[src/rtl/uart_pkg.sv]
// Shared UART definitions: receiver state encoding, frame width and default baud divider.
package uart_pkg;

    typedef enum logic [2:0] {
        IDLE,
        START,
        DATA,
        STOP,
        BRK
    } rx_state_e;

    localparam int UART_DATA_BITS  = 8;
    localparam int CLK_DIV_DEFAULT = 868;   // 100 MHz / 115200

endpackage

[src/rtl/sync_fifo.sv]
// First-word-fall-through synchronous FIFO; head word is presented on dout while non-empty.
module sync_fifo #(
    parameter int WIDTH = 8,
    parameter int DEPTH = 16
) (
    input  logic                         clk,
    input  logic                         rst_n,
    input  logic                         push,
    input  logic                         pop,
    input  logic [WIDTH-1:0]             din,
    output logic [WIDTH-1:0]             dout,
    output logic                         empty,
    output logic                         full,
    output logic [$clog2(DEPTH+1)-1:0]   count
);

    localparam int AW = $clog2(DEPTH);
    localparam int CW = $clog2(DEPTH+1);

    logic [WIDTH-1:0] mem [DEPTH];
    logic [AW-1:0]    wptr, rptr;
    logic             do_push, do_pop;

    assign empty   = (count == '0);
    assign full    = (count == CW'(DEPTH));
    assign do_pop  = pop & ~empty;
    // A pop frees the slot the simultaneous push lands in, so full+pop still accepts.
    assign do_push = push & (~full | do_pop);

    always_ff @(posedge clk or negedge rst_n) begin
        if (!rst_n) begin
            wptr  <= '0;
            rptr  <= '0;
            count <= '0;
        end else begin
            if (do_push) wptr <= wptr + AW'(1);
            if (do_pop)  rptr <= rptr + AW'(1);
            count <= count + CW'(do_push) - CW'(do_pop);
        end
    end

    always_ff @(posedge clk) begin
        if (do_push) mem[wptr] <= din;
    end

    assign dout = empty ? '0 : mem[rptr];

endmodule

[src/rtl/uart_rx_capture.sv]
// 8N1 UART receiver: synchronizes the line, decodes frames mid-bit and queues bytes in a FIFO.
module uart_rx_capture
    import uart_pkg::*;
#(
    parameter int CLK_DIV    = CLK_DIV_DEFAULT,
    parameter int FIFO_DEPTH = 16
) (
    input  logic                              clk,
    input  logic                              rst_n,
    input  logic                              rx_i,
    output logic [7:0]                        byte_data_o,
    output logic                              byte_valid_o,
    input  logic                              byte_ready_i,
    output logic                              frame_err_o,
    output logic                              overflow_o,
    output logic [$clog2(FIFO_DEPTH+1)-1:0]   fifo_count_o
);

    localparam int          IW        = $clog2(UART_DATA_BITS);
    localparam logic [15:0] HALF_LOAD = 16'(CLK_DIV/2 - 1);
    localparam logic [15:0] BIT_LOAD  = 16'(CLK_DIV - 1);

    logic                      rx_meta, rx_s;
    rx_state_e                 state, state_nx;
    logic [15:0]               bit_cnt, bit_cnt_nx;
    logic [IW-1:0]             bit_idx, bit_idx_nx;
    logic [UART_DATA_BITS-1:0] shreg, shreg_nx;
    logic                      push_req, frame_err_nx;
    logic                      fifo_empty, fifo_full, pop, push;

    // Idle-high reset value means a line already low at release reads as a start edge.
    always_ff @(posedge clk or negedge rst_n) begin
        if (!rst_n) begin
            rx_meta <= 1'b1;
            rx_s    <= 1'b1;
        end else begin
            rx_meta <= rx_i;
            rx_s    <= rx_meta;
        end
    end

    always_ff @(posedge clk or negedge rst_n) begin
        if (!rst_n) begin
            state       <= IDLE;
            bit_cnt     <= '0;
            bit_idx     <= '0;
            shreg       <= '0;
            frame_err_o <= 1'b0;
        end else begin
            state       <= state_nx;
            bit_cnt     <= bit_cnt_nx;
            bit_idx     <= bit_idx_nx;
            shreg       <= shreg_nx;
            frame_err_o <= frame_err_nx;
        end
    end

    always_comb begin
        state_nx     = state;
        bit_cnt_nx   = bit_cnt;
        bit_idx_nx   = bit_idx;
        shreg_nx     = shreg;
        push_req     = 1'b0;
        frame_err_nx = 1'b0;
        case (state)
            IDLE: begin
                if (!rx_s) begin
                    bit_cnt_nx = HALF_LOAD;
                    state_nx   = START;
                end
            end
            START: begin
                if (bit_cnt == '0) begin
                    if (rx_s) begin
                        state_nx = IDLE;
                    end else begin
                        bit_cnt_nx = BIT_LOAD;
                        bit_idx_nx = '0;
                        state_nx   = DATA;
                    end
                end else begin
                    bit_cnt_nx = bit_cnt - 16'd1;
                end
            end
            DATA: begin
                if (bit_cnt == '0) begin
                    shreg_nx   = {rx_s, shreg[UART_DATA_BITS-1:1]};
                    bit_cnt_nx = BIT_LOAD;
                    bit_idx_nx = bit_idx + IW'(1);
                    if (bit_idx == IW'(UART_DATA_BITS-1)) state_nx = STOP;
                end else begin
                    bit_cnt_nx = bit_cnt - 16'd1;
                end
            end
            STOP: begin
                if (bit_cnt == '0) begin
                    if (rx_s) begin
                        push_req = 1'b1;
                        state_nx = IDLE;
                    end else begin
                        frame_err_nx = 1'b1;
                        state_nx     = BRK;
                    end
                end else begin
                    bit_cnt_nx = bit_cnt - 16'd1;
                end
            end
            BRK: begin
                if (rx_s) state_nx = IDLE;
            end
            default: state_nx = IDLE;
        endcase
    end

    assign pop  = byte_valid_o & byte_ready_i;
    assign push = push_req & (~fifo_full | pop);

    always_ff @(posedge clk or negedge rst_n) begin
        if (!rst_n)                              overflow_o <= 1'b0;
        else if (push_req & fifo_full & ~pop)    overflow_o <= 1'b1;
    end

    sync_fifo #(
        .WIDTH (UART_DATA_BITS),
        .DEPTH (FIFO_DEPTH)
    ) u_fifo (
        .clk   (clk),
        .rst_n (rst_n),
        .push  (push),
        .pop   (pop),
        .din   (shreg),
        .dout  (byte_data_o),
        .empty (fifo_empty),
        .full  (fifo_full),
        .count (fifo_count_o)
    );

    assign byte_valid_o = ~fifo_empty;

endmodule

[config.mk]
export PLATFORM = sky130hd
export DESIGN_NAME = uart_rx_capture
export DESIGN_NICKNAME = d
export VERILOG_FILES = /design/src/rtl/uart_pkg.sv /design/src/rtl/sync_fifo.sv /design/src/rtl/uart_rx_capture.sv
export SDC_FILE = /design/constraint.sdc
export NUM_CORES = 1
export LEC_CHECK = 0
export BUFFER_PORTS_ARGS = -buffer_cell sky130_fd_sc_hd__buf_2
export CORE_MARGIN = 3
export CORE_UTILIZATION = 36
export CTS_BUF_LIST = sky130_fd_sc_hd__clkbuf_16
export CTS_CLUSTER_SIZE = 12
export DETAILED_ROUTE_END_ITERATION = 10
export GPL_TIMING_DRIVEN = 0
export HOLD_SLACK_MARGIN = 0.1
export PLACE_DENSITY = 0.54
export SKIP_LAST_GASP = 1
export SYNTH_ARGS = -nofsm -noshare
export SYNTH_HDL_FRONTEND = slang
export SYNTH_SLANG_ARGS = --single-unit
[constraint.sdc]
create_clock -name clk -period 3 [get_ports clk]
set_input_delay 0.6 -clock clk [delete_from_list [all_inputs] [get_ports clk]]
set_output_delay 0.6 -clock clk [all_outputs]
set_load 0.005 [all_outputs]
==> out/results.txt, run 1 <==
CP Launch Type: flop
Grt ovf: 0
Switching Share: 27.49%
Final Worst Setup Slack: -0.01153 ns
CP Data Arrival Time: 2.41 ns
LEAKAGE: 3.534 nW
Xor/xnor share of the synthesized area: 1.285%
Placed insts: 747
Synthesized area per cell: 16.37 sq um
Final WL: 15,640 um
Largest net degree at the start of global routing: 48
Multiplexer share of the synthesized area: 13.52%
Hold-critical path depth: 1
Most frequent CP cell: mux4_2
GRT Total Usage: 14.45%
Post-Synth Simple-Gate Area: 9.294%
R2r worst-path depth: 8
DRT Pass-1 Iters: 4
Post-route setup TNS: -0.02595 ns
CP top delay family: multiplexers
Fin crit share: 100.4%
Crit path time final: 3.012 ns
Slowest stage delay, CP: 0.51 ns
Hold WC Path Type: in -> reg
Worst-path fanout max: 6
CTS buffer count: 17
Buf/Inv on CP: 3
RSZ-0062 raised after global routing: true
Via count: 4,080
Hold Path Sink: rx_meta$_DFF_PN1_
Syn_nets: 478
CTS tree: built
Clk buf depth: 2
Worst path required time: 2.40 ns
Area grow syn2layout: 18.24%
Seq pwr share: 45.5%
Setup Skew: 0.01134 ns
Post-synthesis adder-cell area fraction: 2.903%
Initial antenna violation count: 0
Crit Path Class: reg -> out
Crit path cell chain: buf_12 > clkbuf_16 > mux4_2 > mux4_2 > nor2b_4 > buf_2
Critical Path Stages: 6
YS warnings: 0
Routed length per instance: 19.77 um
Outcome: finished, violations left
Hold Slack: 0.2614 ns
Post-synthesis cell type count: 51
Area of the core: 0.02036 sq mm
Antenna-violating nets left: 0
Clock Power Share: 35.7%
Largest family of logic cells by synthesized area: multiplexers
CTS Hold Bufs: 0
Maxcap violations: 0
DR vias/cell: 5.158
Worst slew pin tran: 1.079 ns
Worst slew margin: 28.08%
I/O pins: 20
Total power draw: 6.073 mW
Finished Layout Cells: 791
Fraction of registers with async set or reset after synthesis: 26.86%
Dpl hpwl: 9909 um
EDFF count, synth: 128
Final setup viols: 3
Initial drt markers: 294
Final hold viol count: 0
Critical path's slowest cell: mux4_2
H-Tree Depth: 4
Synth Instances: 458
Number of synthesized register bits: 175
CTS root buffer: clkbuf_16
CTS Sinks: 175
First-pass GRT wire length: 23,980 um
Floorplan die width: 150.3 um
Port buffer count: 19
Detailed-route DRC error count: 0
Pre-CTS setup slack: -0.7913 ns
Full die area: 0.02260 sq mm
Clk slew on worst S/H paths: 0.07 ns
Initial Util: 36.82%
Net count reported at finish: 528
Row count: 52
Most used DFF post-synth: edfxtp_1
Fraction of layout cells with a size suffix above 1: 29.56%
Diode count: 0
Clk Latency, worst-skew pair: 0.43 ns
Crit. End Element: primary output
Power Dens Cells: 685.0 mW/mm^2
P_sw: 1.669 mW
Internal: 4.404 mW
Sequential share of the synthesized area: 66.98%
Hold path start: rx_i
VDD IR max: 0.3679 mV
FF-to-FF Start: bit_cnt[0]$_DFFE_PN0P_
Max Slew Vio Count: 0
Failing checks: negative setup slack
Number of global-route vias before repair: 4,166
Combinational share of power: 18.9%
R2R Setup Slk: 0.22 ns
Mapped cell area: 0.007498 sq mm
Reg-to-Reg End: u_fifo.mem[7][0]$_DFFE_PP_
FMAX: 332.1 MHz
Post-synthesis compound-gate area fraction: 4.205%
Die Ht: 150.3 um
GP Congestion: 0.7869
-- layout make-up --
| type | count | area, sq um |
|---|---|---|
| Fill cell | 1806 | 11500 |
| Sequential cell | 175 | 5025 |
| Multi-Input combinational cell | 248 | 2424 |
| Clock buffer | 17 | 425.4 |
| Tap cell | 270 | 337.8 |
| Timing Repair Buffer | 35 | 312.8 |
| Clock inverter | 15 | 163.9 |
| Buffer | 18 | 128.9 |
| Inverter | 13 | 48.80 |
-- registers in the layout, summed over array words and instances (netlist names), 3 cells and up --
signal,cells
u_fifo.count,5
bit_idx,3
bit_cnt,16
u_fifo.mem,128
u_fifo.wptr,4
state,3
shreg,8
u_fifo.rptr,4
-- power groups by stage --
stage	sequential (mW)	combinational, mW	clock (mW)
detailed placement	2.74	0.947	0
global route	2.78	1.25	2.31
floorplan	2.73	0.686	0
CTS	2.72	1.14	2.20
global placement	2.74	0.926	0
finish	2.76	1.15	2.17
-- cells by family after synthesis --
logic type                 Yosys count
DFF                                175
AOI/OAI and AO/OA                   52
adders and majority gates           17
and+or+nand+nor                    118
muxes                               50
buffers and inverters               35
xor gates and xnor gates            11
-- metal layers --
layer	global-route usage (%)	routed length (um)
met2	24.36	8056
met4	3.660	165
met5	0	0
met3	3.432	478
met1	18.91	6934
-- per-stage QoR --
| step | utilization (%) | instance area [sq um] |
|---|---|---|
| 2_1_floorplan | - | 7501 |
| 3_3_place_gp | 38.96 | 7934 |
| 3_5_place_dp | 38.96 | 7934 |
| 4_1_cts | 43.10 | 8777 |
| 5_1_grt | 43.54 | 8866 |
| 6_report | 43.54 | 8866 |
-- cells in the final DEF (no fill, tap or decap), drive strengths merged, types with 8 or more instances in the layout --
cell	instances
nor3	13
ha	15
edfxtp	128
and2	12
mux2	10
a31oi	12
nand2	17
dfrtp	45
buf	39
nor4	8
mux4	40
inv	24
nor2	25
nor2b	10
clkbuf	30
a21oi	21
-- worst max path at each step --
stage,start,to,slack [ns]
floorplan,u_fifo.count[3]$_DFF_PN0_,u_fifo.count[4]$_DFF_PN0_,0.11
finish,u_fifo.rptr[0]$_DFFE_PN0P_,byte_data_o[3],-0.01
global placement,bit_cnt[0]$_DFFE_PN0P_,u_fifo.mem[4][5]$_DFFE_PP_,-0.69
CTS,u_fifo.rptr[0]$_DFFE_PN0P_,byte_data_o[4],-0.06
detailed placement,bit_cnt[0]$_DFFE_PN0P_,u_fifo.mem[4][5]$_DFFE_PP_,-0.79
global route,u_fifo.rptr[0]$_DFFE_PN0P_,byte_data_o[7],-0.09
-- worst register-to-register path, cell delays in order, from the launching register on --
cell and delay, ns:
dfrtp_1 0.41, inv_1 0.10, ha_1 0.14, nor4b_2 0.39
nand4_2 0.27, nor4_4 0.36, nand2_1 0.34, nor3b_4 0.28
buf_4 0.19
-- timing repair --
item	in CTS	in global routing
buffers inserted	11	2
cloned	1	2
pin swaps	6	1
gates resized for setup	32	10
endpoints found under the setup margin	140	135
-- cell usage after synthesis (5+ instances only) --
cell type | n | area, sq um
clkbuf_1 | 14 | 52.55
mux2_2 | 10 | 112.6
nor4_1 | 5 | 31.28
edfxtp_1 | 128 | 3844
nand2_1 | 17 | 63.81
nand3_1 | 5 | 25.02
nor3b_1 | 6 | 45.04
mux4_2 | 40 | 900.9
nor2b_1 | 10 | 62.56
nor3_1 | 12 | 60.06
and2_1 | 12 | 75.07
inv_1 | 13 | 48.80
xnor2_1 | 7 | 61.31
dfrtp_1 | 45 | 1126
nor2_1 | 25 | 93.84
a31oi_1 | 12 | 75.07
a21oi_1 | 21 | 105.1
ha_1 | 15 | 187.7
No activity file was read; power rests on OpenSTA's default activity.
==> inputs of run 2 (changes only) <==
--- a/config.mk
+++ b/config.mk
@@ -5,7 +5,9 @@
 export SDC_FILE = /design/constraint.sdc
 export NUM_CORES = 1
 export LEC_CHECK = 0
+export ABC_CLOCK_PERIOD_IN_PS = 3000
 export BUFFER_PORTS_ARGS = -buffer_cell sky130_fd_sc_hd__buf_2
+export CAP_MARGIN = 20
 export CORE_MARGIN = 3
 export CORE_UTILIZATION = 36
 export CTS_BUF_LIST = sky130_fd_sc_hd__clkbuf_16
@@ -14,6 +16,7 @@
 export GPL_TIMING_DRIVEN = 0
 export HOLD_SLACK_MARGIN = 0.1
 export PLACE_DENSITY = 0.54
+export RECOVER_POWER = 100
 export SKIP_LAST_GASP = 1
 export SYNTH_ARGS = -nofsm -noshare
 export SYNTH_HDL_FRONTEND = slang
==> out/results.txt, run 2 (synthesis results as in run 1) <==
Outcome: finished, violations left
Failing checks: negative setup slack
CP Data Arrival Time: 2.46 ns
Most frequent cells in the layout: edfxtp_1 (128), dfrtp_1 (43), mux4_2 (40)
Via count: 4,094
Hold path start: rx_i
Clk Latency, worst-skew pair: 0.43 ns
Met2 GRT Util: 24.58%
Number of global-route vias before repair: 4,177
R2R Setup Slk: 0.07 ns
Crit path cell chain: buf_6 > buf_12 > mux4_2 > mux4_2 > nor2b_1 > buf_2
Final hold viol count: 0
Crit path from: u_fifo.rptr[0]$_DFFE_PN0P_
I/O pins: 20
Clock Power Share: 35.6%
First-pass GRT wire length: 24,230 um
Most frequent CP cell: mux4_2
GRT busiest layer: met2
Met1 Use GR: 19.37%
Clk buf depth: 2
Power Dens Cells: 681.0 mW/mm^2
Maxcap violations: 0
Worst slew pin tran: 1.008 ns
Area of the core: 0.02036 sq mm
Slowest stage delay, CP: 0.54 ns
Row count: 52
Detailed-route DRC error count: 0
Worst path required time: 2.40 ns
Port buffer count: 19
Pre-CTS setup slack: -0.4296 ns
Crit path time final: 3.064 ns
DP Area: 0.007954 sq mm
Final Worst Setup Slack: -0.06412 ns
GP Congestion: 0.7869
Max FFs per register: 128
CTS tree: built
Worst slew margin: 32.82%
RSZ-0062 raised after global routing: true
H-Tree Depth: 4
Initial antenna violation count: 0
Total power draw: 5.955 mW
Dpl hpwl: 10,120 um
Floorplan die width: 150.3 um
GRT Total Usage: 14.61%
Initial Util: 36.82%
Internal: 4.325 mW
Grt ovf: 0
VDD IR max: 0.3802 mV
Switching Share: 27.38%
Initial drt markers: 285
Clk slew on worst S/H paths: 0.07 ns
Area grow syn2layout: 16.62%
DR vias/cell: 5.163
Fraction of layout cells with a size suffix above 1: 27.72%
Worst-path fanout max: 7
Setup Skew: 0.01541 ns
Most common cell after layout, fill and taps aside: edfxtp_1
CTS Sinks: 175
Hold WC Path Type: in -> reg
LEAKAGE: 3.461 nW
Finished Layout Cells: 793
Critical path's slowest cell: mux4_2
Crit. End Element: primary output
Largest register by flop count: u_fifo.mem
Final setup viols: 8
Full die area: 0.02260 sq mm
Crit Path Class: reg -> out
DRT Pass-1 Iters: 4
Routed length per instance: 20.03 um
Final Cell Area: 0.008745 sq mm
P_sw: 1.630 mW
Combinational share of power: 18.6%
CTS root buffer: clkbuf_16
Final WL: 15,880 um
Net count reported at finish: 530
Fin crit share: 102.1%
Diode count: 0
FMAX: 326.4 MHz
Hold Slack: 0.2657 ns
Post-route setup TNS: -0.2857 ns
Seq pwr share: 45.8%
Die Ht: 150.3 um
GR met3 Demand/Resource: 3.371%
Antenna-violating nets left: 0
FF-to-FF Start: u_fifo.count[3]$_DFF_PN0_
CP Launch Type: flop
Core Util, Final: 42.94%
Top Registers: u_fifo.mem x128, bit_cnt x16, shreg x8
Largest net degree at the start of global routing: 48
CTS buffer count: 17
Placed insts: 751
Max Slew Vio Count: 0
[run 2: what timing repair did]
action	in CTS	in global routing
pin swaps	2	1
cloned	0	2
hold endpoints to repair	0	7
setup endpoints to repair	128	97
hold buffers	0	1
gates resized for setup	22	17
setup buffers	4	5
[run 2: cell type report]
| cell class | instances | area [sq um] |
|---|---|---|
| Fill cell | 1826 | 11620 |
| Sequential cell | 175 | 5025 |
| Multi-Input combinational cell | 248 | 2387 |
| Clock buffer | 17 | 425.4 |
| Tap cell | 270 | 337.8 |
| Timing Repair Buffer | 36 | 242.7 |
| Clock inverter | 15 | 150.1 |
| Buffer | 19 | 127.6 |
| Inverter | 13 | 48.80 |
[run 2: per-layer routing]
layer	vias up	wire, um
met1	2111	6994
met3	8	609
met4	0	115
met5	-	0
met2	77	8164
li1	1898	-
[run 2: power by group through the flow]
stage	clock (mW)	combinational, mW	sequential (mW)
after floorplan	0	0.686	2.73
after global placement	0	0.926	2.74
after detailed placement	0	0.952	2.74
after CTS	2.17	0.997	2.73
after global routing	2.27	1.23	2.74
final	2.12	1.11	2.73
[run 2: critical path, delay by kind of cell, from the launching register on]
kind	cells	cell delay [ns]
multiplexers	2	1.03
flip-flops	1	0.48
buffers and inverters	3	0.37
AND/OR/NAND/NOR	1	0.16
[run 2: final timing paths]
check                                                   to  cells after the start
worst max-delay path                        byte_data_o[3]                      6
worst min-delay path                     rx_meta$_DFF_PN1_                      1
worst max register to register   u_fifo.count[4]$_DFF_PN0_                     12
worst min register to register              rx_s$_DFF_PN1_                      0
max in group asynchronous           bit_cnt[6]$_DFFE_PN0P_                      3
min in group asynchronous       u_fifo.rptr[2]$_DFFE_PN0P_                      2
==> inputs of run 3 (changes only) <==
--- a/config.mk
+++ b/config.mk
@@ -15,7 +15,6 @@
 export DETAILED_ROUTE_END_ITERATION = 10
 export GPL_TIMING_DRIVEN = 0
 export HOLD_SLACK_MARGIN = 0.1
-export PLACE_DENSITY = 0.54
 export RECOVER_POWER = 100
 export SKIP_LAST_GASP = 1
 export SYNTH_ARGS = -nofsm -noshare
==> out/results.txt, run 3 (synthesis results as in run 1) <==
Outcome: complete, no violations
Antenna-violating nets left: 0
Clk buf depth: 2
Clk slew on worst S/H paths: 0.07 ns
Area grow syn2layout: 18.94%
Clk Latency, worst-skew pair: 0.43 ns
Most frequent CP cell: mux4_2
VDD IR max: 0.4279 mV
Hold WC Path Type: in -> reg
Combinational share of power: 18.2%
Crit. End Element: primary output
Routed length per instance: 19.20 um
Critical path capture point: byte_data_o[5]
Max Slew Vio Count: 0
DRT Pass-1 Iters: 5
GP Congestion: 0.7763
Net count reported at finish: 529
Fraction of layout cells with a size suffix above 1: 28.93%
Initial Util: 36.82%
Final setup viols: 0
Max FFs per register: 128
Full die area: 0.02260 sq mm
Worst slew margin: 31.26%
R2r worst-path depth: 14
Switching Share: 26.19%
Most common cell after layout, fill and taps aside: edfxtp_1
Area of the core: 0.02036 sq mm
Row count: 52
Power Dens Cells: 705.5 mW/mm^2
Critical path's slowest cell: mux4_2
Port buffer count: 19
Crit Path Class: reg -> out
LEAKAGE: 3.531 nW
Worst path required time: 2.40 ns
Number of global-route vias before repair: 4,175
Final WL: 15,200 um
CTS Sinks: 175
Worst slew pin tran: 1.031 ns
Most frequent cells in the layout: edfxtp_1 (128), dfrtp_1 (43), mux4_2 (40)
Initial antenna violation count: 0
Dpl hpwl: 9646 um
Final Cell Area: 0.008919 sq mm
GRT Total Usage: 14.03%
H-Tree Depth: 4
Crit path cell chain: buf_4 > buf_12 > mux4_2 > mux4_2 > nor2b_1 > buf_2
Clock Power Share: 38.0%
Via count: 4,171
Final hold viol count: 0
Worst-path fanout max: 5
Fin crit share: 99.90%
CP Data Arrival Time: 2.40 ns
Total power draw: 6.292 mW
RSZ-0062 raised after global routing: true
Detailed-route DRC error count: 0
I/O pins: 20
FILL cells: 1,805
CTS buffer count: 17
Internal: 4.644 mW
Diode count: 0
Maxcap violations: 0
FMAX: 333.7 MHz
Crit path from: u_fifo.rptr[0]$_DFFE_PN0P_
R2R Setup Slk: 0.18 ns
Reg-to-Reg End: u_fifo.count[4]$_DFF_PN0_
Initial drt markers: 340
Die Ht: 150.3 um
Largest net degree at the start of global routing: 48
Crit path time final: 2.997 ns
Largest register by flop count: u_fifo.mem
FF-to-FF Start: u_fifo.count[3]$_DFF_PN0_
DP Area: 0.007959 sq mm
Floorplan die width: 150.3 um
CTS tree: built
First-pass GRT wire length: 23,630 um
Slowest stage delay, CP: 0.54 ns
Top Registers: u_fifo.mem x128, bit_cnt x16, shreg x8
DR vias/cell: 5.266
CP Launch Type: flop
Setup Skew: 0.01420 ns
Grt ovf: 0
Seq pwr share: 43.9%
P_sw: 1.648 mW
CTS root buffer: clkbuf_16
-- run 3: cell count changes in the layout (fill, tap and decap cells not counted), sizes merged --
cell,before,now
inv,21,19
bufbuf,0,1
clkinvlp,3,1
clkbuf,40,37
bufinv,0,3
clkinv,4,5
buf,31,32
-- run 3: metal layers --
metal	track usage, %	share of wire [%]	vias to the layer above
met5	0	0	-
met4	4.437	1.7	0
met3	3.161	3.7	17
met2	23.05	51	90
met1	18.65	44	2173
li1	-	-	1891
-- run 3: how the worst min path moves through the flow --
stage                      startpoint                     end  slack [ns]  cells past startpoint
floorplan                       rst_n  bit_cnt[0]$_DFFE_PN0P_        0.30                      0
global route                     rx_i       rx_meta$_DFF_PN1_        0.26                      1
CTS                              rx_i       rx_meta$_DFF_PN1_        0.27                      1
detailed placement  rx_meta$_DFF_PN1_          rx_s$_DFF_PN1_        0.35                      0
finish                           rx_i       rx_meta$_DFF_PN1_        0.28                      1
global placement    rx_meta$_DFF_PN1_          rx_s$_DFF_PN1_        0.35                      0
-- run 3: final cells by class --
class / count / area [sq um] / area share (%)
Clock inverter: 15 / 225.2 / 2.525
Timing Repair Buffer: 35 / 279.0 / 3.129
Inverter: 13 / 48.80 / 0.5471
Buffer: 19 / 132.6 / 1.487
Multi-Input combinational cell: 248 / 2445 / 27.41
Clock buffer: 17 / 425.4 / 4.770
Sequential cell: 175 / 5025 / 56.34
Tap cell: 270 / 337.8 / 3.788
-- run 3: timing repair --
| item | 4_1_cts | 5_1_grt |
|---|---|---|
| buffers inserted | 6 | 2 |
| cloned | 1 | 2 |
| resized for setup | 26 | 20 |
| pin swaps | 2 | 1 |
| endpoints found under the hold margin | 0 | 7 |
| setup endpoints to repair | 139 | 109 |
| hold buffers | 0 | 1 |
-- run 3: worst max-delay path: cells and delay by family, from the launching register on --
kind                   cells  cell delay, ns
multiplexers               2            1.05
flip-flops                 1            0.41
buffers and inverters      3            0.36
AND/OR/NAND/NOR            1            0.14
-- run 3: power by group through the flow --
stage               Sequential, mW  Clock (mW)  Combinational [mW]
floorplan                     2.73           0               0.686
global placement              2.73           0               0.920
detailed placement            2.74           0               0.943
CTS                           2.72        2.43                1.11
global route                  2.78        2.53                1.25
finish                        2.76        2.39                1.14
-- run 3: metrics by stage --
stage / worst slack (ns) / hold WS (ns) / cells / setup TNS [ns] / utilization, %
6_report: 0.003016 / 0.2799 / 792 / 0 / 43.79
5_1_grt: -0.07301 / 0.2625 / 792 / -0.5361 / 43.79
3_5_place_dp: -0.5202 / 0.3497 / 750 / -19.79 / 39.08
4_1_cts: -0.03516 / 0.2651 / 787 / -0.3314 / 43.12
3_3_place_gp: -0.7460 / 0.3475 / 747 / -27.53 / 38.96
2_1_floorplan: 0.1075 / 0.3044 / 458 / 0 / -
